$ cat config.mk
export PLATFORM = sky130hd
export DESIGN_NAME = tx_os_decoder
export DESIGN_NICKNAME = d
export VERILOG_FILES = /design/src/rtl/tx_os_decoder.sv
export SDC_FILE = /design/constraint.sdc
export NUM_CORES = 1
export LEC_CHECK = 0
export CORE_MARGIN = 2
export CORE_UTILIZATION = 40
export CTS_CLUSTER_SIZE = 20
export DETAILED_ROUTE_END_ITERATION = 8
export PLACE_DENSITY = 0.72
export SYNTH_ARGS = -nofsm -noshare
export SYNTH_HDL_FRONTEND = slang
export SYNTH_SLANG_ARGS = --single-unit
$ cat constraint.sdc
create_clock -name clk -period 6.15 [get_ports clk]
set_clock_uncertainty 0.1 [all_clocks]
set_input_delay 0.615 -clock clk [delete_from_list [all_inputs] [get_ports clk]]
set_output_delay 0.615 -clock clk [all_outputs]
set_load 0.005 [all_outputs]
$ cat src/rtl/tx_os_decoder.sv
// Transmit-side Gen1 ordered-set decoder: recognises TS1/TS2/SKP on the MAC symbol
// stream, publishes TS header fields and counts consecutive identical TS ordered sets.
module tx_os_decoder #(
    parameter int SKP_LEN = 3,
    parameter int CNT_W   = 4
) (
    input  logic             clk,
    input  logic             rst,
    input  logic [7:0]       txdata,
    input  logic             txdatak,
    input  logic             txvalid,
    input  logic             cnt_clr,
    output logic             ts1_det,
    output logic             ts2_det,
    output logic             skp_det,
    output logic             os_err,
    output logic [7:0]       os_link,
    output logic [7:0]       os_lane,
    output logic [7:0]       os_nfts,
    output logic [7:0]       os_rate,
    output logic [7:0]       os_tctl,
    output logic [CNT_W-1:0] ts_cnt,
    output logic             ts_cnt_type
);
    localparam int SKPW = $clog2(SKP_LEN + 1);
    localparam logic [7:0] SYM_COM = 8'hBC;
    localparam logic [7:0] SYM_SKP = 8'h1C;
    localparam logic [7:0] SYM_PAD = 8'hF7;
    localparam logic [7:0] ID_TS1  = 8'h4A;
    localparam logic [7:0] ID_TS2  = 8'h45;

    typedef enum logic [1:0] {IDLE, HDR, ID, SKP} state_t;

    state_t            state, state_n;
    logic [3:0]        idx, idx_n;
    logic [SKPW-1:0]   skpn, skpn_n, skpn_inc;
    logic [7:0]        sh_link, sh_lane, sh_nfts, sh_rate, sh_tctl;
    logic [7:0]        sh_link_n, sh_lane_n, sh_nfts_n, sh_rate_n, sh_tctl_n;
    logic              sh_type, sh_type_n;
    logic              ts1_n, ts2_n, skp_n, err_n, bad, done, match;
    logic              is_com, is_skp, is_pad, is_d;
    logic [CNT_W-1:0]  cnt_n;
    logic              cnt_type_n;

    assign is_com   = txdatak && (txdata == SYM_COM);
    assign is_skp   = txdatak && (txdata == SYM_SKP);
    assign is_pad   = txdatak && (txdata == SYM_PAD);
    assign is_d     = !txdatak;
    assign skpn_inc = skpn + 1'b1;

    always_comb begin
        state_n   = state;
        idx_n     = idx;
        skpn_n    = skpn;
        sh_link_n = sh_link;
        sh_lane_n = sh_lane;
        sh_nfts_n = sh_nfts;
        sh_rate_n = sh_rate;
        sh_tctl_n = sh_tctl;
        sh_type_n = sh_type;
        ts1_n     = 1'b0;
        ts2_n     = 1'b0;
        skp_n     = 1'b0;
        err_n     = 1'b0;
        bad       = 1'b0;
        if (txvalid) begin
            if (state != IDLE && is_com) begin
                // A new COM aborts the current OS but starts the next one in place.
                err_n   = 1'b1;
                state_n = HDR;
                idx_n   = 4'd1;
            end else begin
                case (state)
                    IDLE: if (is_com) begin
                        state_n = HDR;
                        idx_n   = 4'd1;
                    end
                    HDR: begin
                        case (idx)
                            4'd1: begin
                                if (is_skp) begin
                                    if (SKP_LEN <= 1) begin
                                        skp_n   = 1'b1;
                                        state_n = IDLE;
                                        idx_n   = 4'd0;
                                    end else begin
                                        state_n = SKP;
                                        skpn_n  = SKPW'(1);
                                    end
                                end else if (is_d || is_pad) begin
                                    sh_link_n = txdata;
                                    idx_n     = 4'd2;
                                end else bad = 1'b1;
                            end
                            4'd2: begin
                                if (is_d || is_pad) begin
                                    sh_lane_n = txdata;
                                    idx_n     = 4'd3;
                                end else bad = 1'b1;
                            end
                            default: begin
                                if (is_d) begin
                                    if (idx == 4'd3) sh_nfts_n = txdata;
                                    if (idx == 4'd4) sh_rate_n = txdata;
                                    if (idx == 4'd5) begin
                                        sh_tctl_n = txdata;
                                        state_n   = ID;
                                    end
                                    idx_n = idx + 4'd1;
                                end else bad = 1'b1;
                            end
                        endcase
                    end
                    ID: begin
                        if (idx == 4'd6) begin
                            if (is_d && (txdata == ID_TS1 || txdata == ID_TS2)) begin
                                sh_type_n = (txdata == ID_TS2);
                                idx_n     = 4'd7;
                            end else bad = 1'b1;
                        end else if (is_d && txdata == (sh_type ? ID_TS2 : ID_TS1)) begin
                            if (idx == 4'd15) begin
                                ts1_n   = !sh_type;
                                ts2_n   = sh_type;
                                state_n = IDLE;
                                idx_n   = 4'd0;
                            end else begin
                                idx_n = idx + 4'd1;
                            end
                        end else bad = 1'b1;
                    end
                    SKP: begin
                        if (is_skp) begin
                            skpn_n = skpn_inc;
                            if (skpn_inc == SKPW'(SKP_LEN)) begin
                                skp_n   = 1'b1;
                                state_n = IDLE;
                                idx_n   = 4'd0;
                            end
                        end else bad = 1'b1;
                    end
                    default: bad = 1'b1;
                endcase
                if (bad) begin
                    err_n   = 1'b1;
                    state_n = IDLE;
                    idx_n   = 4'd0;
                end
            end
        end
    end

    // The shadows of a completing TS are compared against the last published fields.
    assign done  = ts1_n || ts2_n;
    assign match = (sh_type == ts_cnt_type) && (sh_link == os_link) &&
                   (sh_lane == os_lane) && (sh_rate == os_rate);

    always_comb begin
        cnt_n      = ts_cnt;
        cnt_type_n = ts_cnt_type;
        if (done) begin
            if (match) begin
                if (ts_cnt != {CNT_W{1'b1}}) cnt_n = ts_cnt + 1'b1;
            end else begin
                cnt_n      = {{(CNT_W-1){1'b0}}, 1'b1};
                cnt_type_n = sh_type;
            end
        end
        if (err_n)   cnt_n = '0;
        if (cnt_clr) cnt_n = '0;
    end

    always_ff @(posedge clk or posedge rst) begin
        if (rst) begin
            state       <= IDLE;
            idx         <= 4'd0;
            skpn        <= '0;
            sh_link     <= 8'd0;
            sh_lane     <= 8'd0;
            sh_nfts     <= 8'd0;
            sh_rate     <= 8'd0;
            sh_tctl     <= 8'd0;
            sh_type     <= 1'b0;
            ts1_det     <= 1'b0;
            ts2_det     <= 1'b0;
            skp_det     <= 1'b0;
            os_err      <= 1'b0;
            os_link     <= 8'd0;
            os_lane     <= 8'd0;
            os_nfts     <= 8'd0;
            os_rate     <= 8'd0;
            os_tctl     <= 8'd0;
            ts_cnt      <= '0;
            ts_cnt_type <= 1'b0;
        end else begin
            state       <= state_n;
            idx         <= idx_n;
            skpn        <= skpn_n;
            sh_link     <= sh_link_n;
            sh_lane     <= sh_lane_n;
            sh_nfts     <= sh_nfts_n;
            sh_rate     <= sh_rate_n;
            sh_tctl     <= sh_tctl_n;
            sh_type     <= sh_type_n;
            ts1_det     <= ts1_n;
            ts2_det     <= ts2_n;
            skp_det     <= skp_n;
            os_err      <= err_n;
            ts_cnt      <= cnt_n;
            ts_cnt_type <= cnt_type_n;
            if (done) begin
                os_link <= sh_link;
                os_lane <= sh_lane;
                os_nfts <= sh_nfts;
                os_rate <= sh_rate;
                os_tctl <= sh_tctl;
            end
        end
    end
endmodule

After elaboration in Yosys (flattened, before gate mapping) --
Cells that the tools add are included.
Word-level totals: register bits 98, input bits 13, output and inout bits 49, logic and storage cells 169
Operators by class: add/subtract/negate cells 3, equal/unequal tests 42, multiplexer cells 69, bitwise gates (word level) 5, reductions and logical operators 30
Operator list (count):
- 4-bit 2-to-1 mux | 19
- 5-bit inequality test, second input constant | 8
- 4-bit inequality test, second input constant | 8
- 6-bit AND reduction | 5
- 1-bit 2-to-1 mux | 29
- 2-bit 2-to-1 mux | 14
- 8-bit == test | 3
- 8-bit by 7-bit == test with 1-bit output, second input constant | 2
- 8-bit == test, second input constant | 2
- 4-bit one-hot mux with 4 select lines | 1
- 4-bit by 3-bit == test with 1-bit output, second input constant | 3
- 11-bit AND reduction | 1
- 10-bit AND reduction | 1
- 5-bit AND reduction | 2
- 1-bit logical AND | 9
- 4-bit by 1-bit adder with 4-bit output, second input constant | 2
- 4-bit by 2-bit == test with 1-bit output, second input constant | 2
- 8-bit by 5-bit == test with 1-bit output, second input constant | 1
- 8-bit by 7-bit == test with 1-bit output | 1
- 2-bit one-hot mux with 2 select lines | 2
- 2-bit one-hot mux with 4 select lines | 1
- 4-bit one-hot mux with 2 select lines | 1
- 2-bit == test, second input constant | 3
- 2-bit inequality test, second input constant | 3
- other kinds (17) | 26

Longest topological paths before layout --
Gate-level depths: netlist (run 1).
depth in word-level cells 14, gate-level depth with buffers 10, gate-level depth less buffers 8

Worst setup path before layout (run 1) --
No wires, ideal clock.
path kind input port to flip-flop, start point input port txdata[4], end point register os_lane[1], library setup time 0.116 ns, arrival 2.580 ns, data required time 5.934 ns, slack 3.354 ns, cell stages on the path 9, path buffers 3, cell sequence or4b_1 or2_1 or3_1 buf_2 or3_1 buf_6 buf_8 nand2_2 nand2_1
Between the ends: word-level cells in the longest chain between the ends 8, elaborated cells between the ends (all ways) 16, classes of those cells 2 x eq/ne; 10 x mux; 4 x reduce/logical
RTL lines:
- start: declaration | RTL line 9 | input logic [7:0] txdata,
- 8-bit by 7-bit == test with 1-bit output | RTL line 120 | end else if (is_d && txdata == (sh_type ? ID_TS2 : ID_TS1)) begin
- 1-bit logical AND | RTL line 120
- 1-bit 2-to-1 mux | RTL line 120
- 1-bit 2-to-1 mux | RTL line 115 | if (idx == 4'd6) begin
- 1-bit 2-to-1 mux | RTL line 73 | case (state)
- 1-bit 2-to-1 mux | RTL line 67 | if (state != IDLE && is_com) begin
- 1-bit 2-to-1 mux | RTL line 66 | if (txvalid) begin
- 1-bit logical OR (*) | RTL line 153 | assign done = ts1_n || ts2_n;
- end signal: assignment | RTL line 212 | os_lane <= sh_lane;
- end: declaration | RTL line 18 | output logic [7:0] os_lane,
Mark *: on every way between the ends. The rest lies on a longest branch, timed or not. A chain may end at the register's enable or synchronous reset.

Worst setup path after layout (run 1) --
start point input port txdata[5], end point register ts_cnt[2]
Between the ends: word-level cells in the longest chain between the ends 14, elaborated cells between the ends (all ways) 43, classes of those cells 7 x eq/ne; 25 x mux; 11 x reduce/logical
RTL lines:
- 8-bit == test | RTL line 47 | assign is_pad = txdatak && (txdata == SYM_PAD);
- 1-bit logical AND | RTL line 47
- 1-bit logical OR | RTL line 90, 96
- 1-bit 2-to-1 mux | RTL line 90, 96
- 1-bit 2-to-1 mux | RTL line 81 | if (is_skp) begin
- 1-bit one-hot mux with 2 select lines | RTL line 79 | case (idx)
- 1-bit one-hot mux with 3 select lines | RTL line 73
- 1-bit 2-to-1 mux | RTL line 67
- 1-bit 2-to-1 mux | RTL line 66
- 1-bit 2-to-1 mux | RTL line 143 | if (bad) begin
- 1-bit 2-to-1 mux | RTL line 67
- 1-bit 2-to-1 mux | RTL line 66
- 4-bit by 3-bit inequality test with 1-bit output (no source line) (tied with other cells)
- 2-bit AND reduction (no source line) or 4-bit 2-to-1 mux (tied branches)
- end signal: assignment | RTL line 208 | ts_cnt <= cnt_n;
- end: declaration | RTL line 22 | output logic [CNT_W-1:0] ts_cnt,
Parallel ways exist; a longest one is shown, timed or not. The select of a mux whose other input is x is not followed.

==> impl_metrics.ini, run 1 <==
[critical_path]
startpoint_type = primary input
cp_max_fo = 44
end_kind = register
critical_path_class = in -> reg
regToRegSetupSlack_ps = 3410
cp.arrival_ps = 3530
worstPathRequired_ps = 6300

[global_route]
grt_pass1_wl_um = 17800
antenna_found_initial = 0
grt_max_degree = 51
grt.overflow.total = 0
grt_usage_pct = 17.6
grt_pass1_vias = 3416

[detailed_routing]
avgRoutedWirePerCell_um = 16.5
drt_first_pass_iters = 5
vias = 3588
drt_wl_total_um = 11000
drc = 0
vias_per_cell = 5.41
postRouteAntennaNets = 0
drt_first_iter_violations = 182

[floorplanning]
die_x_um = 113
initial_utilization_pct = 41.3
die_h_um = 113
die-area_um2 = 12700
io_pins = 62
rows = 39
core_area_um2 = 11500

[cells_and_area]
drive_gt1_share_pct = 14.2
insertedDiodeCount = 0
fillers = 1042
syn_to_final_growth_pct = 21.3
nets = 534
final_cells = 663
final_area_um2 = 5750

[clock_tree]
path_clk_slew_ps = 70
clockRootBuffer = clkbuf_16
post-cts-setup-buffer-count = 0
cts_tree = yes
cts_resized = 0
cts_buffers = 9
cts_hold_buf = 0
cts_max_path_buffers = 2
htree_levels = 3
worstSkewPairLatency_ps = 340
cts_sinks = 98

[run]
drv_cap = 0

[timing]
slew_headroom_pct = 49.7
finalCritPeriodShare_pct = 55.0
tns_ps = 0
worst_pin_slew_ps = 745
fmax_ghz = 0.296
setup_viol = 0
rsz0062_at_grt = no
hold_ws_ps = 369
hold_violations = 0
finalCriticalPeriod_ps = 3380
drv_slew = 0

[pwr]
ir_drop_uv = 137
leakage_nw = 2.81
power-per-cell-area_nw_per_um2 = 324

[logic_synthesis]
syn-num-nets = 481
ys_types = 55
async_reset_ff_share_pct = 100
netlist_area_um2 = 4740
synth_edf_count = 0
syn_inst = 462
synth-main-ff-cell = dfrtp_1
synth-seq-area-share_pct = 51.8
yosysWarnings = 0
ys_ff_latch = 98
synth_area_per_cell_um2 = 10.3

[placement]
io_buffers = 61
dpl-instance-area_um2 = 5420
placedCellCount = 647
hpwl_um = 7660
place_congestion = 0.873

[outcome]
outcome = completed

[worst_hold_path]
holdCritPathClass = reg -> reg
[metal layers]
layer	share of wire [%]	track usage (%)	vias to the layer above	wire, µm
met3	4.5	3.54	9	493
met5	0	0	-	0
li1	-	-	1696	-
met2	50	28.8	96	5440
met1	45	23.9	1787	4920
met4	1.0	5.45	0	114
[synthesized netlist by cell type (all sizes together), types with 2 or more instances]
| master | instances | area share [%] |
|---|---|---|
| nor4bb | 2 | 0.42 |
| a32o | 2 | 0.42 |
| mux2 | 41 | 9.7 |
| o211ai | 5 | 0.79 |
| or4b | 2 | 0.42 |
| nand4 | 3 | 0.40 |
| nand2 | 136 | 11 |
| nor2 | 12 | 0.95 |
| a22oi | 5 | 0.79 |
| buf | 12 | 2.0 |
| xor2 | 23 | 4.3 |
| nor4 | 7 | 0.92 |
| ha | 6 | 1.6 |
| a2111oi | 2 | 0.37 |
| and4 | 2 | 0.37 |
| a21o | 4 | 0.63 |
| nor4b | 2 | 0.37 |
| o21ai | 10 | 1.1 |
| nand3 | 16 | 1.7 |
| inv | 5 | 0.40 |
| clkbuf | 10 | 0.85 |
| nand2b | 6 | 0.79 |
| xnor2 | 2 | 0.37 |
| nor2b | 4 | 0.53 |
| and2 | 3 | 0.40 |
| nor3 | 6 | 0.87 |
| a21oi | 10 | 1.1 |
| or3 | 4 | 0.53 |
| a211oi | 3 | 0.48 |
| dfrtp | 98 | 52 |
[cells in the final DEF (no fill, tap or decap), drive strengths merged, types with 3 or more instances in the layout]
cell type and count:
nand2 136, dfrtp 98, clkdlybuf4s50 61, mux2 41, xor2 23, nand3 16, nor2 12, clkbuf 11
o21ai 10, a21oi 10, nor4 7, inv 7, nand2b 6, ha 6, nor3 6, o211ai 5
a22oi 5, nor2b 4, or3 4, a21o 4, and2 3, a211oi 3, nand4 3, buf 3
[area by class of cell]
type                    count  area (µm²)  area share [%]
clock buffers              11         243            4.22
repair buffers             64         633            11.0
well taps                 143         179            3.11
flip-flops and latches     98        2450            42.7
multi-input cells         337        2130            37.1
clock inverters             5        85.1            1.48
inverters                   5        21.3           0.370
[power by group]
group / switching (W) / internal (W)
clock: 0.000247 / 0.000371
sequential: 0.000101 / 0.000731
combinational: 0.000226 / 0.000186
total: 0.000573 / 0.00129
[worst max-delay path, cell delays in order]
cell and delay [ps]:
clkdlybuf4s50_1 640, or4b_1 610, or2_1 250, or3_1 470
nor3_4 190, buf_4 410, a21oi_1 130, a211oi_1 210
[per-stage QoR]
stage	util [%]	setup WS, ps	power, W
after floorplan	-	2870	0.00113
after global placement	47.2	2410	0.00124
after detailed placement	47.2	2400	0.00125
after CTS	50.1	2760	0.00187
after global routing	50.1	2580	0.00195
final	50.1	2770	0.00186
[path summary, 6_finish.rpt]
kind                       cells past startpoint                endpoint                    from
max                                            8   ts_cnt[2]$_DFFE_PP0P_               txdata[5]
max in group asynchronous                      3  sh_nfts[5]$_DFFE_PP0P_                     rst
min                                            2  os_tctl[6]$_DFFE_PP0N_  os_tctl[6]$_DFFE_PP0N_
min in group asynchronous                      2  os_lane[5]$_DFFE_PP0N_                     rst
max reg2reg                                    7  sh_rate[3]$_DFFE_PP0P_      idx[0]$_DFFE_PP0P_
min reg2reg                                    2  os_tctl[6]$_DFFE_PP0N_  os_tctl[6]$_DFFE_PP0N_
[kinds of logic after synthesis]
logic type	synth area share, %
fa+ha+maj	1.58
flops	51.8
mux	9.96
buf+inv	3.25
compound gates	7.58
xor+xnor	4.62
simple gates	21.3
[flip-flops by register name, summed over array words and instances, names as in the netlist, 4 cells and up]
signal and cells:
idx 4, os_link 8, os_nfts 8, sh_rate 8, ts_cnt 4, sh_lane 8, sh_tctl 8, os_tctl 8
os_rate 8, os_lane 8, sh_nfts 8, sh_link 8
(Power assumes the default switching activity.)
==> run 2: changes to the inputs <==
- PLACE_DENSITY: 0.72 -> 0.74
- clock period: 6.15 -> 2.9 ns (I/O delays scaled with it)
==> run 2 against run 1 <==
Compared with the run above:
- non-clock buffer count up 38
- global-route usage up 1.4 points
- setup slack worse by 2500 ps
- cell count up 5.7%
- clock-buffer cell count up 1
- combinational power up 140%
- die area unchanged
==> impl_metrics.ini, run 2 (synthesis results as in run 1) <==
[floorplanning]
io_pins = 62
die_x_um = 113
die_h_um = 113
initial_utilization_pct = 41.3
die-area_um2 = 12700
rows = 39
core_area_um2 = 11500

[placement]
hpwl_um = 8260
dp_slack_ps = -129
placedCellCount = 685
io_buffers = 61
dpl-instance-area_um2 = 5740
place_congestion = 0.882

[global_route]
grt_usage_pct = 19.0
grt.overflow.total = 0
grt_pass1_vias = 3687
antenna_found_initial = 0
grt_pass1_wl_um = 19000
grt_max_degree = 99

[critical_path]
r2r_cells = 8
cp.arrival_ps = 2810
worstPathRequired_ps = 3050
end_kind = register
cp-startpoint = txdata[5]
max_stage_delay_ps = 560
r2r-start = idx[1]$_DFFE_PP0P_
startpoint_type = primary input
critical_path_class = in -> reg
crit_top_cell = buf_4
path_cells = clkdlybuf4s50_1, or4b_1, or2_1, or3_1, buf_4, nor3_4, buf_4, a21oi_1, a211oi_1
crit_slowest_cell = or4b_1
cp_max_fo = 7

[timing]
slew_headroom_pct = 65.6
setup_viol = 0
hold_ws_ps = 345
hold_violations = 0
finalCritPeriodShare_pct = 91.7
rsz0062_at_grt = no
setup_ws_ps = 241
worst_pin_slew_ps = 516
finalCriticalPeriod_ps = 2660
drv_slew = 0
fmax_ghz = 0.376

[pwr]
power-per-cell-area_nw_per_um2 = 647
p_seq_share_pct = 44.9
pwr-share-clk_pct = 29.5
pwr-share-comb_pct = 25.6
swShare_pct = 32.2
internal_power_w = 0.00264
ir_drop_uv = 308
leakage_nw = 2.98
power.switching_w = 0.00126
p_total_w = 0.00390

[detailed_routing]
drc = 0
drt_first_pass_iters = 4
drt_first_iter_violations = 254
vias = 3701
postRouteAntennaNets = 0
avgRoutedWirePerCell_um = 16.5
vias_per_cell = 5.28
drt_wl_total_um = 11600

[cells_and_area]
layout_common_cells = 126 x nand2_1, 98 x dfrtp_1, 61 x clkdlybuf4s50_1
final_cells = 701
layout_commonest_cell = nand2_1
drive_gt1_share_pct = 19.9
syn_to_final_growth_pct = 27.1
final_area_um2 = 6020
insertedDiodeCount = 0
fillers = 1010
nets = 572

[run]
drv_cap = 0

[clock_tree]
cts_resized = 0
cts_max_path_buffers = 2
path_clk_slew_ps = 70
cts_buffers = 9
clockRootBuffer = clkbuf_16
cts_hold_buf = 0
worstSkewPairLatency_ps = 350
cts_tree = yes
post-cts-setup-buffer-count = 0
cts_sinks = 98
htree_levels = 3

[outcome]
outcome = completed

[worst_hold_path]
holdCritPathClass = in -> async
## run 2: cell count changes in the layout (fill, tap and decap cells not counted), sizes merged
cell,delta
clkinvlp,+2
clkinv,+1
clkbuf,+1
bufinv,-2
buf,+38
inv,-2
## run 2: per-layer routing
| metal | GRT usage [%] | up-vias | part of all wire, % |
|---|---|---|---|
| li1 | - | 1770 | - |
| met1 | 25.3 | 1841 | 45 |
| met2 | 31.3 | 76 | 49 |
| met3 | 3.54 | 14 | 3.8 |
| met4 | 6.50 | 0 | 1.6 |
| met5 | 0 | - | 0 |
## run 2: cell type report
class,instances,area (µm²),area share (%)
Clock buffer,12,246,4.09
Clock inverter,4,36.3,0.602
Inverter,5,22.5,0.374
Multi-Input combinational cell,337,2130,35.4
Sequential cell,98,2450,40.7
Tap cell,143,179,2.97
Timing Repair Buffer,102,956,15.9
## run 2: final timing paths
path | end | slack, ps
worst max-delay path | ts_cnt[2]$_DFFE_PP0P_ | 240
worst min-delay path | os_link[2]$_DFFE_PP0N_ | 350
worst max register to register | sh_nfts[5]$_DFFE_PP0P_ | 240
worst min register to register | os_nfts[0]$_DFFE_PP0N_ | 370
max in group asynchronous | state[1]$_DFFE_PP0P_ | 1970
min in group clk | os_nfts[0]$_DFFE_PP0N_ | 370
## run 2: power groups by stage
stage                     Sequential, W  Combinational [W]  Clock [W]
after global routing            0.00178            0.00110    0.00122
after detailed placement        0.00177           0.000987          0
after floorplan                 0.00169           0.000716          0
after global placement          0.00176            0.00100          0
final                           0.00175           0.000996    0.00115
after CTS                       0.00175           0.000999    0.00117
## run 2: worst max-delay path, delay by kind of cell
kind	cells	cell delay [ps]
AND/OR/NAND/NOR	4	1380
buffers and inverters	3	820
AO/OA/AOI/OAI	2	300
## run 2: through the flow
step | utilization, % | TNS (ps)
4_1_cts | 52.5 | 0
5_1_grt | 52.5 | 0
3_3_place_gp | 50.1 | -231
3_5_place_dp | 50.1 | -1590
6_report | 52.5 | 0
2_1_floorplan | - | 0
==> run 3: changes to the inputs <==
- SETUP_SLACK_MARGIN: not set -> 0.1
==> run 3 against run 2 <==
Compared with the run above:
- worst hold slack hardly changed
- clock power hardly changed
- die area stayed put
- critical endpoint is now ts_cnt[3]$_DFFE_PP0P_
- largest cell class unchanged
- global-route usage stayed put
- cell count stayed put
- power hardly changed
- final area stayed put
- first-iteration DRC count is 2.4% lower
==> impl_metrics.ini, run 3 (synthesis results as in run 1) <==
[clock_tree]
path_clk_slew_ps = 70
worstSkewPairLatency_ps = 350
cts_hold_buf = 0
post-cts-setup-buffer-count = 0
cts_buffers = 9
clockRootBuffer = clkbuf_16
cts_tree = yes
cts_sinks = 98
cts_max_path_buffers = 2
cts_resized = 0
htree_levels = 3

[detailed_routing]
vias_per_cell = 5.30
avgRoutedWirePerCell_um = 16.6
postRouteAntennaNets = 0
drc = 0
vias = 3713
drt_first_pass_iters = 4
drt_first_iter_violations = 248
drt_wl_total_um = 11600

[cells_and_area]
nets = 572
post-route-util_pct = 52.5
final_area_um2 = 6020
final_cells = 701
syn_to_final_growth_pct = 27.1
insertedDiodeCount = 0
drive_gt1_share_pct = 19.9
layout_commonest_cell = nand2_1
fillers = 1010
layout_common_cells = 126 x nand2_1, 98 x dfrtp_1, 61 x clkdlybuf4s50_1

[timing]
setup_ws_ps = 235
hold_violations = 0
fmax_ghz = 0.375
finalCriticalPeriod_ps = 2660
rsz0062_at_grt = no
setup_viol = 0
finalCritPeriodShare_pct = 91.9
drv_slew = 0
slew_headroom_pct = 65.6
worst_pin_slew_ps = 516

[run]
drv_cap = 0

[placement]
dpl-instance-area_um2 = 5740
hpwl_um = 8260
placedCellCount = 685
place_congestion = 0.882
io_buffers = 61
dp_slack_ps = -129

[critical_path]
regToRegSetupSlack_ps = 350
worstPathRequired_ps = 3010
end_kind = register
path_cells = clkdlybuf4s50_1, or4b_1, or2_1, or3_1, buf_4, or3_1, a22oi_1, a21oi_1
max_stage_delay_ps = 560
critical_path_class = in -> reg
startpoint_type = primary input
cp_num_buf_inv = 2
crit_top_cell = or3_1
cp.arrival_ps = 2780
crit_slowest_cell = or4b_1
cp_max_fo = 5
crit_family = simple AND/OR/NAND/NOR gates

[global_route]
grt_pass1_wl_um = 19000
grt_max_degree = 99
grt_usage_pct = 19.0
grt.overflow.total = 0
antenna_found_initial = 0
grt_pass1_vias = 3687

[outcome]
outcome = completed

[floorplanning]
die_h_um = 113
io_pins = 62
initial_utilization_pct = 41.3
core_area_um2 = 11500
die_x_um = 113
rows = 39
die-area_um2 = 12700

[pwr]
p_total_w = 0.00390
leakage_nw = 2.98
power-per-cell-area_nw_per_um2 = 648
ir_drop_uv = 310

[worst_hold_path]
holdCritPathClass = in -> async
-- run 3: worst min-delay path, stage by stage --
cell             delay [ps]
clkdlybuf4s50_1         440
clkinvlp_4              100
buf_12                  400
-- run 3: worst paths after layout --
| check | cells after the start | start | to |
|---|---|---|---|
| worst max-delay path | 8 | txdata[5] | ts_cnt[3]$_DFFE_PP0P_ |
| worst min-delay path | 3 | rst | os_link[2]$_DFFE_PP0N_ |
| worst max register to register | 8 | idx[1]$_DFFE_PP0P_ | sh_nfts[5]$_DFFE_PP0P_ |
| worst min register to register | 2 | os_nfts[0]$_DFFE_PP0N_ | os_nfts[0]$_DFFE_PP0N_ |
| max in group asynchronous | 3 | rst | state[1]$_DFFE_PP0P_ |
| min in group clk | 2 | os_nfts[0]$_DFFE_PP0N_ | os_nfts[0]$_DFFE_PP0N_ |
-- run 3: cell type report --
type	instances	area [µm²]	area share (%)
tap	143	179	2.97
timing repair buffer	102	956	15.9
clock buffer	12	246	4.09
inverter	5	22.5	0.374
multi-input combinational	337	2130	35.4
clock inverter	4	36.3	0.602
sequential	98	2450	40.7
-- run 3: metal layers --
metal	routed length (µm)	track usage [%]	vias up
met5	0	0	-
met4	181	6.50	0
met3	412	3.54	14
met2	5720	31.3	75
met1	5300	25.3	1850
li1	-	-	1774
-- run 3: where the power goes --
| group | leakage (nW) | internal, W | switching (W) |
|---|---|---|---|
| clock | 0.135 | 0.000616 | 0.000537 |
| sequential | 1.34 | 0.00155 | 0.000202 |
| combinational | 1.50 | 0.000480 | 0.000519 |
| total | 2.98 | 0.00264 | 0.00126 |
-- run 3: stage by stage --
step / hold slack (ps) / setup TNS, ps
CTS: 373 / 0
global route: 396 / 0
detailed placement: 359 / -1590
global placement: 357 / -231
finish: 345 / 0
floorplan: 340 / 0
